<file path="src/rtl/alu_arbiter.sv">
// alu_arbiter: two requesters share one ALU through an IDLE/EXEC/RESP handshake FSM.
// Define ALU_ARBITER_FIXED_PRIO_EN for fixed priority (port 0 wins ties, no round-robin pointer).
module alu_arbiter #(
    parameter int MUL_WAIT = 1
) (
    input  logic        clk,
    input  logic        rst,
    input  logic        req0_valid,
    output logic        req0_ready,
    input  logic [5:0]  req0_a,
    input  logic [5:0]  req0_b,
    input  logic [1:0]  req0_sel,
    input  logic        req1_valid,
    output logic        req1_ready,
    input  logic [5:0]  req1_a,
    input  logic [5:0]  req1_b,
    input  logic [1:0]  req1_sel,
    output logic        rsp_valid,
    input  logic        rsp_ready,
    output logic        rsp_id,
    output logic [11:0] rsp_result,
    output logic        busy
);
    typedef enum logic [1:0] {IDLE, EXEC, RESP} state_t;
    localparam logic [2:0] MUL_LAST = 3'(MUL_WAIT);
    state_t state, state_next;
    logic [5:0] a_q, b_q;
    logic [1:0] sel_q;
    logic id_q;
    logic [2:0] cnt;
    logic pick0, accept, done;
    logic [11:0] alu;

`ifdef ALU_ARBITER_FIXED_PRIO_EN
    assign pick0 = req0_valid;
`else
    // last: 1 when port 1 won the most recent accept, so port 0 wins the next tie
    logic last;
    assign pick0 = req0_valid && (!req1_valid || last);
    always_ff @(posedge clk)
        if (rst) last <= 1'b1;
        else if (accept) last <= req1_ready;
`endif

    assign req0_ready = state == IDLE && !rst && pick0;
    assign req1_ready = state == IDLE && !rst && req1_valid && !pick0;
    assign accept = req0_ready || req1_ready;
    assign done = sel_q != 2'b10 || cnt == MUL_LAST;
    assign rsp_valid = state == RESP;
    assign busy = state != IDLE;
    assign alu = sel_q == 2'b00 ? {6'b0, a_q + b_q} :
                 sel_q == 2'b01 ? {6'b0, a_q - b_q} :
                 sel_q == 2'b10 ? {6'b0, a_q} * {6'b0, b_q} :
                                  {6'b0, a_q & b_q};

    always_comb begin
        state_next = state;
        case (state)
            IDLE:    state_next = accept ? EXEC : IDLE;
            EXEC:    state_next = done ? RESP : EXEC;
            RESP:    state_next = rsp_ready ? IDLE : RESP;
            default: state_next = IDLE;
        endcase
    end

    always_ff @(posedge clk)
        state <= rst ? IDLE : state_next;

    always_ff @(posedge clk) begin
        if (rst) begin
            a_q        <= '0;
            b_q        <= '0;
            sel_q      <= '0;
            id_q       <= 1'b0;
            cnt        <= '0;
            rsp_id     <= 1'b0;
            rsp_result <= '0;
        end else begin
            if (accept) begin
                a_q   <= req1_ready ? req1_a : req0_a;
                b_q   <= req1_ready ? req1_b : req0_b;
                sel_q <= req1_ready ? req1_sel : req0_sel;
                id_q  <= req1_ready;
                cnt   <= '0;
            end
            if (state == EXEC) begin
                if (done) begin
                    rsp_result <= alu;
                    rsp_id     <= id_q;
                end else begin
                    cnt <= cnt + 3'd1;
                end
            end
        end
    end
endmodule

</file>
<file path="config.mk">
export PLATFORM = sky130hd
export DESIGN_NAME = alu_arbiter
export DESIGN_NICKNAME = d
export VERILOG_FILES = /design/src/rtl/alu_arbiter.sv
export SDC_FILE = /design/constraint.sdc
export NUM_CORES = 1
export LEC_CHECK = 0
export ABC_AREA = 0
export CAP_MARGIN = 30
export CORE_MARGIN = 3
export CORE_UTILIZATION = 35
export CTS_CLUSTER_SIZE = 20
export DETAILED_ROUTE_END_ITERATION = 6
export GPL_ROUTABILITY_DRIVEN = 0
export PLACE_DENSITY = 0.62
export SLEW_MARGIN = 10
export SYNTH_ARGS = -nofsm -noshare
export SYNTH_HDL_FRONTEND = slang
export SYNTH_SLANG_ARGS = --single-unit
</file>
<file path="constraint.sdc">
create_clock -name clk -period 9.7 [get_ports clk]
set_input_delay 1.94 -clock clk [delete_from_list [all_inputs] [get_ports clk]]
set_output_delay 1.94 -clock clk [all_outputs]
set_load 0.01 [all_outputs]
</file>
[Word level (Yosys, flattened, before mapping)]
Cells that the tools add are included.
Storage, ports and cells
  register bits: 34
  input port bits: 33
  output and inout port bits: 17
  logic and storage cells: 48
Operators by class
  add/sub/neg operators: 3
  $mul: 1
  equal/unequal tests: 6
  muxes and demuxes: 13
  bitwise logic cells: 1
  reductions and logical operators: 15
Operator list (count)
  12-bit two-way mux: 3
  6-bit by 6-bit multiplier with 12-bit output: 1
  6-bit two-way mux: 2
  3-bit two-way mux: 3
  6-bit adder: 1
  6-bit bitwise AND: 1
  2-bit two-way mux: 3
  2-bit one-hot mux with 3 select lines: 1
  6-bit subtractor: 1
  1-bit logical AND: 5
  2-bit by 1-bit equality test with 1-bit output (second input constant): 2
  2-bit equality test (second input constant): 2
  2-bit zero test: 2
  3-bit by 1-bit adder with 3-bit output (second input constant): 1
  3-bit by 1-bit equality test with 1-bit output (second input constant): 1
  1-bit zero test: 3
  1-bit logical OR: 3
  2-bit != test (second input constant): 1
  2-bit AND reduction: 1
  2-bit nonzero test: 1
  1-bit two-way mux: 1

[Longest topological paths before layout]
Gate-level depths: netlist (run 1).
  depth in word-level cells: 9
  depth in mapped cells: 13
  gate-level depth less buffers: 13

[Worst setup path after synthesis (run 1)]
No wires, ideal clock.
  kind: input port to output port
  start point: input rst
  end point: output req0_ready
  arrival: 2596 ps
  path slack: 5164 ps
  stages on the path: 4
  path through: nor3_1 -> and3_1 -> buf_2 -> buf_4
Between the ends
  word-level cells in the longest chain between the ends: 3
RTL lines
  start: declaration: line 7  | input logic rst,
  1-bit zero test: line 45  | assign req0_ready = state == IDLE && !rst && pick0;
  1-bit logical AND (2 in series): line 45
  end: declaration: line 9  | output logic req0_ready,
No other way between the ends.

[Final worst setup path (run 1)]
Same ends and word-level chain as after synthesis.

==> results of run 1 <==
[worst max-delay path, delay by kind of cell]
| family | cells | cell delay, ns |
|---|---|---|
| buffers and inverters | 3 | 1.31 |
| and+or+nand+nor | 2 | 0.88 |
[registers in the layout, indices dropped and copies added (netlist names)]
name        count
b_q             6
id_q            1
a_q             6
rsp_result     12
last            1
sel_q           2
rsp_id          1
state           2
cnt             3
[power by group through the flow]
stage / combinational [mW] / clock, mW / sequential, mW
4_1_cts: 0.0918 / 0.115 / 0.161
3_5_place_dp: 0.0912 / 0 / 0.164
3_3_place_gp: 0.0900 / 0 / 0.164
2_1_floorplan: 0.0622 / 0 / 0.158
5_1_grt: 0.104 / 0.121 / 0.163
6_report: 0.0919 / 0.112 / 0.161
[per-stage QoR]
stage / worst slack [ns] / hold slack [ns] / std cells / cell area [um^2] / utilization (%)
floorplan: 5.16 / 0.432 / 342 / 2950 / -
global placement: 3.71 / 0.442 / 481 / 3510 / 44.0
detailed placement: 3.63 / 0.445 / 481 / 3510 / 44.0
CTS: 3.62 / 0.455 / 489 / 3600 / 45.2
global route: 3.47 / 0.491 / 490 / 3610 / 45.3
finish: 3.62 / 0.451 / 490 / 3610 / 45.3
[cell usage after synthesis (6+ instances only)]
cell type	instances	area, um^2
nor2_1	34	128
a21oi_1	16	80.1
and2_1	15	93.8
nand2_1	28	105
nor3_1	9	45.0
nor2b_1	6	37.5
nand2b_1	8	50.1
dfxtp_1	34	681
a222oi_1	14	140
fa_1	19	380
inv_1	40	150
ha_1	33	413
[layer usage]
layer	vias to the layer above	share of wire (%)	track usage, %
li1	1271	-	-
met1	1266	47	21.5
met2	63	47	25.6
met3	6	5.7	3.29
met4	0	0.68	2.88
met5	-	0	0
[cell type report]
class	instances	area, um^2	share of cell area [%]
Clock buffer	6	82.6	2.29
Multi-Input combinational cell	255	2050	56.8
Timing Repair Buffer	51	505	14.0
Tap cell	102	128	3.54
Sequential cell	34	681	18.9
Inverter	40	150	4.16
Clock inverter	2	12.5	0.347
[worst min-delay path by stage]
stage / end / slack, ns / depth (start not counted)
floorplan: rsp_id / 0.43 / 2
global route: rsp_result[7] / 0.49 / 2
CTS: rsp_result[0] / 0.46 / 2
detailed placement: rsp_result[0] / 0.44 / 2
finish: rsp_result[0] / 0.45 / 2
global placement: rsp_result[0] / 0.44 / 2
[cell families after synthesis]
kind of cell | share of synthesized area [%]
and+or+nand+nor | 20.6
AOI/OAI and AO/OA | 17.7
buffers and inverters | 7.46
adders and majority gates | 26.9
DFF | 23.1
xor gates and xnor gates | 1.78
muxes | 2.54
==> flow_metrics.env, run 1 <==
export IMPL_status="complete, no violations"
export IMPL_period_needed_ns=6.08
export IMPL_slowest_stage="clkdlybuf4s50_1"
export IMPL_p_sw_share_pct=30.9
export IMPL_yosysSeqAreaShare_pct=23.1
export IMPL_finalSetupTns_ns=0
export IMPL_synth_avg_cell_area_um2=8.63
export IMPL_rsz0062_at_grt="no"
export IMPL_cts_buffers=5
export IMPL_crit_arrival_ns=4.14
export IMPL_min_path_type="register to register"
export IMPL_rows=32
export IMPL_p_seq_share_pct=44.1
export IMPL_antenna_found_initial=0
export IMPL_chipWidth_um=97.8
export IMPL_drcViolationCount=0
export IMPL_drv_slew=0
export IMPL_crit_chain="clkdlybuf4s50_1 > buf_4 > nor3_1 > and3_1 > clkdlybuf4s50_1"
export IMPL_synth_main_ff_cell="dfxtp_1"
export IMPL_rrSetupSlack_ns=5.75
export IMPL_cp_endpoint="req0_ready"
export IMPL_cts_sinks=34
export IMPL_worst_pin_slew_ns=0.955
export IMPL_p_per_area_nw_per_um2=101
export IMPL_grt_pass1_wl_mm=12.6
export IMPL_drtIter0Drc=176
export IMPL_syn_to_final_growth_pct=22.3
export IMPL_coreArea_um2=7970
export IMPL_grt_max_degree=43
export IMPL_endpoint_kind="primary output"
export IMPL_p_int_mw=0.252
export IMPL_finalClockSkew_ns=0.00736
export IMPL_critPathMostFrequentCell="clkdlybuf4s50_1"
export IMPL_drive_above_1_share_pct=4.90
export IMPL_timing_rr_start="a_q[3]"
export IMPL_gr_total_overflow=0
export IMPL_async_flop_share_pct=0
export IMPL_nNetsFinal=472
export IMPL_ir_drop_uv=82.6
export IMPL_rr_worst_depth=12
export IMPL_ys_ff_latch=34
export IMPL_yosys_warnings=0
export IMPL_cts_resized=0
export IMPL_syn_nets=427
export IMPL_grt_pass1_vias=2672
export IMPL_holdCritStartpoint="rsp_result[0]"
export IMPL_slew_headroom_pct=35.9
export IMPL_fmax_mhz=165
export IMPL_dr_pass1_iters=5
export IMPL_clk_latency_ns=0.29
export IMPL_die_area_um2=9570
export IMPL_synth_edff_count=0
export IMPL_fin_crit_sh_pct=62.7
export IMPL_diodes=0
export IMPL_cts_tree="yes"
export IMPL_cts_buffer_depth=2
export IMPL_hold_viol=0
export IMPL_routedWlPerCell_um=14.5
export IMPL_cp_start_kind="input pin"
export IMPL_p_comb_share_pct=25.2
export IMPL_startpoint="rst"
export IMPL_initial_core_util_pct=37.0
export IMPL_groute_usage_overall_pct=15.6
export IMPL_power_frac_clock_pct=30.7
export IMPL_power_leakage_nw=1.57
export IMPL_htree_levels=2
export IMPL_io_pins=50
export IMPL_worstPathRequired_ns=7.76
export IMPL_syn_area_um2=2950
export IMPL_cpPeakStageDelay_ns=0.65
export IMPL_vias=2606
export IMPL_port_buffers=49
export IMPL_ant_nets=0
export IMPL_crit_fanout=42
export IMPL_switchingPower_mw=0.113
export IMPL_power_mw=0.365
export IMPL_n_fill_cell=791
export IMPL_cts_hold_buf=0
export IMPL_r2r_end="rsp_result[9]"
export IMPL_layout_common_cells="49 x clkdlybuf4s50_1, 40 x inv_1, 34 x nor2_1, 34 x dfxtp_1, 33 x ha_1"
export IMPL_die_h_um=97.8
export IMPL_dp_hpwl_mm=5.56
export IMPL_wl_mm=7.10
export IMPL_cts_setup_buffers=0
export IMPL_cts_root_buf="clkbuf_8"
export IMPL_viasPerCell=5.32
export IMPL_setup_viol=0
export IMPL_path_clk_slew_ns=0.07
export IMPL_path_class="input pin to primary output"
export IMPL_ys_types=50
export IMPL_cap_violations=0
export IMPL_layout_commonest_cell="clkdlybuf4s50_1"
export IMPL_syn_inst=342
(Power assumes the default switching activity.)
==> run 2, diff against run 1 <==
clock period = 5.72 ns   (was 9.7 ns; I/O delays follow)
==> flow_metrics.env, run 2 (same netlist as run 1, synthesis figures left out) <==
export IMPL_dp_hpwl_mm=5.55
export IMPL_groute_usage_overall_pct=15.7
export IMPL_layout_commonest_cell="clkdlybuf4s50_1"
export IMPL_met3_usage_pct=3.43
export IMPL_dr_pass1_iters=7
export IMPL_coreArea_um2=7970
export IMPL_clk_latency_ns=0.29
export IMPL_ir_drop_uv=135
export IMPL_die_h_um=97.8
export IMPL_drcViolationCount=0
export IMPL_globalRoute_busiestLayer="met2"
export IMPL_syn_to_final_growth_pct=24.2
export IMPL_ff_latch_area_um2=681
export IMPL_setup_viol=0
export IMPL_rr_worst_depth=12
export IMPL_io_pins=50
export IMPL_cts_sinks=34
export IMPL_gr_total_overflow=0
export IMPL_die_area_um2=9570
export IMPL_top_register="rsp_result"
export IMPL_largest_reg_flops=12
export IMPL_fin_crit_sh_pct=74.7
export IMPL_slowest_stage="clkdlybuf4s50_1"
export IMPL_worst_path_buf_inv=2
export IMPL_drtIter0Drc=174
export IMPL_use_met2_pct=26.7
export IMPL_finalSetupTns_ns=0
export IMPL_worst_pin_slew_ns=0.897
export IMPL_power_leakage_nw=1.60
export IMPL_drv_slew=0
export IMPL_htree_levels=2
export IMPL_holdPathStages=2
export IMPL_cp_start_kind="input pin"
export IMPL_cts_setup_buffers=0
export IMPL_viasPerCell=5.21
export IMPL_n_fill_cell=770
export IMPL_grt_max_degree=42
export IMPL_cts_buffers=5
export IMPL_crit_chain="clkdlybuf4s50_1 > nor3_1 > and3_1 > clkdlybuf4s50_1"
export IMPL_reg_largest_list="rsp_result x12, a_q x6, b_q x6"
export IMPL_layout_common_cells="49 x clkdlybuf4s50_1, 40 x inv_1, 34 x nor2_1, 34 x dfxtp_1, 33 x ha_1"
export IMPL_path_clk_slew_ns=0.07
export IMPL_worstPathRequired_ns=4.58
export IMPL_port_buffers=49
export IMPL_cpPeakStageDelay_ns=0.66
export IMPL_antenna_found_initial=0
export IMPL_slew_headroom_pct=40.1
export IMPL_critPathMostFrequentCell="clkdlybuf4s50_1"
export IMPL_crit_fanout=17
export IMPL_rows=32
export IMPL_grt_pass1_vias=2654
export IMPL_initial_core_util_pct=37.0
export IMPL_finalClockSkew_ns=0.00290
export IMPL_ant_nets=0
export IMPL_fmax_mhz=234
export IMPL_hold_ws_ns=0.458
export IMPL_cap_violations=0
export IMPL_multi_input_area_um2=2050
export IMPL_cts_hold_buf=0
export IMPL_fin_util_pct=46.0
export IMPL_chipWidth_um=97.8
export IMPL_cts_resized=0
export IMPL_crit_cells=4
export IMPL_cts_buffer_depth=2
export IMPL_status="complete, no violations"
export IMPL_routedWlPerCell_um=14.3
export IMPL_rsz0062_at_grt="no"
export IMPL_hold_viol=0
export IMPL_cts_tree="yes"
export IMPL_cts_root_buf="clkbuf_8"
export IMPL_wl_mm=7.01
export IMPL_min_path_type="register to register"
export IMPL_use_met1_pct=20.7
export IMPL_cpLargestDelayFamily="buffers and inverters"
export IMPL_period_needed_ns=4.27
export IMPL_vias=2557
export IMPL_nNetsFinal=473
export IMPL_grt_pass1_wl_mm=12.5
export IMPL_endpoint_kind="primary output"
export IMPL_path_class="input pin to primary output"
export IMPL_crit_arrival_ns=3.13
export IMPL_p_per_area_nw_per_um2=193
export IMPL_diodes=0
export IMPL_drive_above_1_share_pct=5.14
==> run 2: power breakdown <==
group	internal, mW	switching [mW]
logic	0.0816	0.0741
clock network	0.186	0.0924
registers	0.250	0.0227
total	0.517	0.189
==> run 2: area by class of cell <==
| class | instances | area share [%] |
|---|---|---|
| multi-input combinational | 255 | 55.9 |
| sequential | 34 | 18.6 |
| timing repair buffer | 52 | 14.0 |
| inverter | 40 | 4.10 |
| tap | 102 | 3.48 |
| clock buffer | 6 | 2.25 |
| clock inverter | 2 | 1.64 |
==> run 2: worst min-delay path: stages, from the launching register on <==
cell and delay (ns):
dfxtp_1 0.32, nand2_1 0.05, a21oi_1 0.05
==> run 2: final timing paths <==
kind                                     from            end  slack, ns
worst max-delay path                      rst     req0_ready       1.45
worst max register to register         a_q[3]  rsp_result[9]       1.87
worst min-delay path            rsp_result[7]  rsp_result[7]       0.46
worst min register to register  rsp_result[7]  rsp_result[7]       0.46
==> run 2: metal layers <==
metal,vias to the layer above,routed length (um)
li1,1279,-
met1,1205,3350
met2,66,3240
met3,7,369
met4,0,55
met5,-,0
==> run 2: through the flow <==
step | area, um^2 | cells | total power [mW] | setup WS (ns)
2_1_floorplan | 2950 | 342 | 0.374 | 2.25
3_3_place_gp | 3510 | 481 | 0.430 | 1.47
3_5_place_dp | 3510 | 481 | 0.432 | 1.42
4_1_cts | 3650 | 489 | 0.714 | 1.41
5_1_grt | 3660 | 491 | 0.745 | 1.24
6_report | 3660 | 491 | 0.706 | 1.45
==> run 3, diff against run 2 <==
clock period = 4.1 ns   (was 5.72 ns; I/O delays follow)
==> flow_metrics.env, run 3 (same netlist as run 1, synthesis figures left out) <==
export IMPL_status="complete, no violations"
export IMPL_vias=2599
export IMPL_fin_crit_sh_pct=92.4
export IMPL_wl_mm=7.28
export IMPL_endpoint_kind="register"
export IMPL_worst_pin_slew_ns=0.894
export IMPL_port_buffers=49
export IMPL_gr_total_overflow=0
export IMPL_dp_hpwl_mm=5.79
export IMPL_fin_util_pct=46.1
export IMPL_die_area_um2=9570
export IMPL_grt_max_degree=42
export IMPL_chipWidth_um=97.8
export IMPL_layout_common_cells="49 x clkdlybuf4s50_1, 40 x inv_1, 34 x nor2_1, 34 x dfxtp_1, 33 x ha_1"
export IMPL_finalClockSkew_ns=0.00836
export IMPL_largest_reg_flops=12
export IMPL_clk_latency_ns=0.30
export IMPL_syn_to_final_growth_pct=24.5
export IMPL_hold_viol=0
export IMPL_fin_area_um2=3670
export IMPL_power_leakage_nw=1.60
export IMPL_switchingPower_mw=0.272
export IMPL_crit_fanout=8
export IMPL_initial_core_util_pct=37.0
export IMPL_diodes=0
export IMPL_place_ws_ns=0.344
export IMPL_cts_tree="yes"
export IMPL_crit_arrival_ns=3.97
export IMPL_die_h_um=97.8
export IMPL_reg_largest_list="rsp_result x12, a_q x6, b_q x6"
export IMPL_path_class="register to register"
export IMPL_layout_commonest_cell="clkdlybuf4s50_1"
export IMPL_worst_slack_ns=0.310
export IMPL_top_register="rsp_result"
export IMPL_p_per_area_nw_per_um2=267
export IMPL_cap_violations=0
export IMPL_fmax_mhz=264
export IMPL_rsz0062_at_grt="no"
export IMPL_place_area_um2=3540
export IMPL_cts_buffer_depth=2
export IMPL_min_path_type="register to register"
export IMPL_io_pins=50
export IMPL_drive_above_1_share_pct=5.63
export IMPL_cts_hold_buf=0
export IMPL_cts_resized=0
export IMPL_dr_pass1_iters=7
export IMPL_slew_headroom_pct=40.3
export IMPL_grt_pass1_wl_mm=12.7
export IMPL_routedWlPerCell_um=14.8
export IMPL_cp_start_kind="register"
export IMPL_p_sw_share_pct=27.8
export IMPL_cts_buffers=5
export IMPL_drv_slew=0
export IMPL_setup_viol=0
export IMPL_groute_usage_overall_pct=16.1
export IMPL_drtIter0Drc=153
export IMPL_drcViolationCount=0
export IMPL_power_frac_clock_pct=38.8
export IMPL_p_seq_share_pct=38.6
export IMPL_p_comb_share_pct=22.6
export IMPL_cts_root_buf="clkbuf_8"
export IMPL_htree_levels=2
export IMPL_worstPathRequired_ns=4.28
export IMPL_viasPerCell=5.27
export IMPL_p_int_mw=0.708
export IMPL_ant_nets=0
export IMPL_cts_sinks=34
export IMPL_ir_drop_uv=165
export IMPL_cts_setup_buffers=0
export IMPL_path_clk_slew_ns=0.08
export IMPL_coreArea_um2=7970
export IMPL_antenna_found_initial=0
export IMPL_rows=32
export IMPL_grt_pass1_vias=2685
export IMPL_nNetsFinal=475
export IMPL_period_needed_ns=3.79
export IMPL_finalSetupTns_ns=0
run 3: changes by cell type in the layout (fill, tap and decap cells not counted):
cell,before,now
buf_4,3,5
clkbuf_8,6,5
clkinv_4,0,1
run 3: power groups by stage:
stage               registers, mW  clock network (mW)  logic [mW]
floorplan                   0.374                   0       0.147
global placement            0.385                   0       0.219
detailed placement          0.386                   0       0.222
CTS                         0.379               0.392       0.223
global route                0.383               0.404       0.249
finish                      0.378               0.380       0.222
run 3: per-layer routing:
layer  part of all wire, %  GRT usage [%]  up-vias
li1                      -              -     1289
met1                    47           21.9     1228
met2                    47           26.5       75
met3                   4.9           3.64        7
met4                   1.2           3.19        0
met5                     0              0        -
run 3: worst paths after layout:
check	from	endpoint	slack, ns	depth (start not counted)
worst max-delay path	a_q[3]	rsp_result[9]	0.31	12
worst min register to register	rsp_result[2]	rsp_result[2]	0.45	2
worst max register to register	a_q[3]	rsp_result[9]	0.31	12
worst min-delay path	rsp_result[2]	rsp_result[2]	0.45	2
run 3: worst max-delay path: stages (launching register included):
cell and delay, ns:
dfxtp_1 0.48, ha_1 0.30, fa_1 0.47, fa_1 0.55
inv_1 0.05, fa_1 0.52, inv_1 0.04, ha_1 0.32
o21ai_1 0.22, o21bai_1 0.13, a21oi_1 0.19, nor4_1 0.07
a311o_1 0.34
run 3: cell type report:
class	count	area, um^2
inverter	40	150
timing repair buffer	54	528
sequential	34	681
multi-input combinational	255	2050
clock buffer	5	68.8
fill	781	4290
tap	102	128
clock inverter	3	68.8
run 3: stage by stage:
step	cells	total power [mW]	hold WS, ns
global route	493	1.04	0.476
finish	493	0.980	0.453
detailed placement	485	0.608	0.446
floorplan	342	0.521	0.432
CTS	493	0.994	0.456
global placement	484	0.604	0.445
==> RTL change 1: new RTL, flow settings as in run 2 <==
Build with the macro `ALU_ARBITER_FIXED_PRIO_EN` defined.
--- a/src/rtl/alu_arbiter.sv
+++ b/src/rtl/alu_arbiter.sv
@@ -2,2 +2,4 @@
 // Define ALU_ARBITER_FIXED_PRIO_EN for fixed priority (port 0 wins ties, no round-robin pointer).
+`define ALU_ARBITER_FIXED_PRIO_EN
+
 module alu_arbiter #(
Function: changed (a bounded check fails within 4 cycles, from zero or initial values and one cycle with rst high).
==> RTL change 1 against run 2 <==
- setup slack got worse by 0.23 ns
- synthesized area shrank 0.17%
- critical path depth rose by 2
- core utilization is 0.12 points higher
- sequential cell count shrank 1
- worst hold slack got worse by 0.0069 ns
- register-to-register slack is essentially flat
- via count fell by 0.66%
- sequential power about the same
- power rose by 0.90%
- final area shrank 0.24%
- routed wire length is 4.8% lower
- fmax is 5.1% lower
- critical path type unchanged
==> RTL change 1: results (changes against run 2) <==
The final-layout clock buffer total is 7 (was 6). The areal power density over the cells was 195.0 nW/um2 (was 192.8 nW/um2). The area share of fa/ha/maj cells after synthesis works out to 26.93% (was 26.89%).

The routed length per placed instance is 13.07 um (was 14.29 um). The run gives 0.007564 ns (was 0.002899 ns) as the final clock skew. For the post-DP HPWL, the log shows 5449 um (was 5553 um). The worst IR drop on VDD was 0.09317 mV (was 0.1352 mV); the first-pass detailed-route iteration total was 6 (was 7). The final hold slack is 0.4515 ns (was 0.4584 ns). The met1 track demand over resource was 20.14% (was 20.70%); the wire length on met3 was 312 um (was 369 um). The power consumed by sequential cells is 0.271 mW (was 0.272 mW), and the combinational share of power is 29.6% (was 22.0%).

For the arrival time at the worst endpoint, the log shows 3.36 ns (was 3.13 ns). The tools report the worst hold path endpoint as rsp_result[6]$_SDFFE_PP0P_ (was rsp_result[7]$_SDFFE_PP0P_). The tools report the wire length of the first global-routing pass as 11,940 um (was 12,490 um). The wire length on met2 is 3031 um (was 3237 um), and the switching part of the total is 31.17% (was 26.78%).

The startpoint of the tightest hold check path was rsp_result[6]$_SDFFE_PP0P_ (was rsp_result[7]$_SDFFE_PP0P_). Dominant cells by area after synthesis: dfxtp_1 22%, ha_1 14%, fa_1 13% (was dfxtp_1 23%, ha_1 14%, fa_1 13%). The instance count of the mapped netlist is 361 (was 342), and the non-clock buffer share of cell area is 14.24% (was 14.00%). The largest net degree at the start of global routing was 33 (was 42); the proportion of cell area spent on the clock network was 3.184% (was 3.893%). The detailed-route via count is 2,540 (was 2,557), and the count of different cell masters after synthesis is 45 (was 50). The run finished with clean final reports. Met1 wire length: 3272 um (was 3351 um).
## RTL change 1: cell types whose count changed in the layout (fill, tap and decap cells not counted), moves of 4 or more
cell      change
a311oi_1     +14
nand2_1      +26
a211oi_1      +5
nand2b_1      -4
o21ai_0       +8
a222oi_1     -14
nor3_1        -5
## RTL change 1: how the worst max path moves through the flow
| stage | slack (ns) | startpoint | endpoint |
|---|---|---|---|
| 2_1_floorplan | 2.26 | a_q[3]$_SDFFE_PP0P_ | rsp_result[7]$_SDFFE_PP0P_ |
| 3_3_place_gp | 1.26 | rst | req1_ready |
| 3_5_place_dp | 1.19 | rst | req1_ready |
| 4_1_cts | 1.17 | rst | req1_ready |
| 5_1_grt | 0.96 | rst | req1_ready |
| 6_report | 1.22 | rst | req1_ready |
## RTL change 1: worst max-delay path, stage by stage
cell and delay (ns):
clkdlybuf4s50_1 0.39, buf_4 0.23, nor3_2 0.19, nand3b_1 0.42
inv_2 0.36, clkdlybuf4s50_1 0.59
==> RTL change 2: new RTL, config.mk and constraints of run 2 <==
Made on the original files. Make the reset (`rst`) asynchronous in 2 clocked blocks.
--- a/src/rtl/alu_arbiter.sv
+++ b/src/rtl/alu_arbiter.sv
@@ -39,3 +39,3 @@
     assign pick0 = req0_valid && (!req1_valid || last);
-    always_ff @(posedge clk)
+    always_ff @(posedge clk or posedge rst)
         if (rst) last <= 1'b1;
@@ -68,3 +68,3 @@
 
-    always_ff @(posedge clk) begin
+    always_ff @(posedge clk or posedge rst) begin
         if (rst) begin
Behaviour: differs if rst is asserted again (counterexample within 4 cycles, from zero or initial values and one cycle with rst high); with rst held inactive, the same outputs for 4 cycles.
==> RTL change 2 against run 2 <==
- final area rose by 0.68%
- setup slack got worse by 0.041 ns
- routed wire length fell by 7.3%
- count of clock-buffer cells in the layout rose by 2
- via count fell by 5.8%
- synthesized area rose by 2.4%
- sequential cell count did not move
- non-clock buffer count fell by 1
- global-route usage fell by 1.5 points
- sequential share of layout area rose by 4.2 points
- fmax fell by 0.96%
- critical path type unchanged
- largest cell class unchanged
Power is not compared: it rests on default switching activity, and its combinational part moved more than twofold at a synthesized area within 25%.
==> RTL change 2: results (changes against run 2) <==
The flow ran to the end, and the final reports show no timing, DRC or antenna violations. Average cell area after synthesis: 9.070 um2 (was 8.627 um2). The portion of netlist area occupied by mux cells came out at 2.154% (was 2.545%). Global-route met3 utilization: 2.477% (was 3.429%). Share of layout cells above drive strength 1: 5.744% (was 5.141%). The post-DP HPWL was 5311 um (was 5553 um); the transition at the pin with the smallest max-transition slack was 0.5049 ns (was 0.8971 ns).

The maximum fanout encountered on the critical timing path is 18 (was 17), and the arrival time at the worst endpoint is 3.17 ns (was 3.13 ns). The global routing met2 resource utilization is 22.57% (was 26.67%), and the share of cell area taken by flip-flops and latches is 22.83% (was 18.58%). The final instance count without filler cells came out at 488 (was 491).

The number of multi-input combinational cells in the layout was 249 (was 255). The met1 wire length is 3271 um (was 3351 um). For the wire length on met2, the log shows 2823 um (was 3237 um). The number of vias per cell came out at 4.936 (was 5.208). Non-clock buffer share of cell area: 13.70% (was 14.00%). The proportion of cell area spent on the clock network was 2.442% (was 3.893%). The fraction of synthesized cell area in xor and xnor cells is 3.480% (was 1.781%). The logs give 98 (was 174) for the detailed router's first-iteration violation count and 4 (was 7) for the first-pass detailed-route iteration total.

The worst stage delay on the critical path was 0.64 ns (was 0.66 ns); the largest net degree at the start of global routing was 33 (was 42). The routed length per placed instance is 13.32 um (was 14.29 um), and the wire length on met3 is 339 um (was 369 um). The tools report the count of different cell masters after synthesis as 48 (was 50).

The number of global-route vias before repair came out at 2,439 (was 2,654).
RTL change 2: worst paths after layout:
kind | start | endpoint | slack (ns) | cells after the start
max | rst | req1_ready | 1.41 | 5
min | rsp_result[0]$_DFFE_PP0P_ | rsp_result[0]$_DFFE_PP0P_ | 0.48 | 2
max reg2reg | a_q[3]$_DFFE_PP0P_ | rsp_result[11]$_DFFE_PP0P_ | 1.87 | 13
min reg2reg | rsp_result[0]$_DFFE_PP0P_ | rsp_result[0]$_DFFE_PP0P_ | 0.48 | 2
max in group asynchronous | rst | last$_DFFE_PP1P_ | 4.08 | 3
min in group asynchronous | rst | id_q$_DFFE_PP0P_ | 1.32 | 3
RTL change 2: through the flow:
step                util (%)  hold WS [ns]  instance area (um2)
floorplan                  -        0.4587                 3020
global placement       43.36        0.4628                 3598
detailed placement     43.36        0.4680                 3598
CTS                    44.44        0.4839                 3689
global route           44.44        0.5158                 3689
finish                 44.44        0.4756                 3689
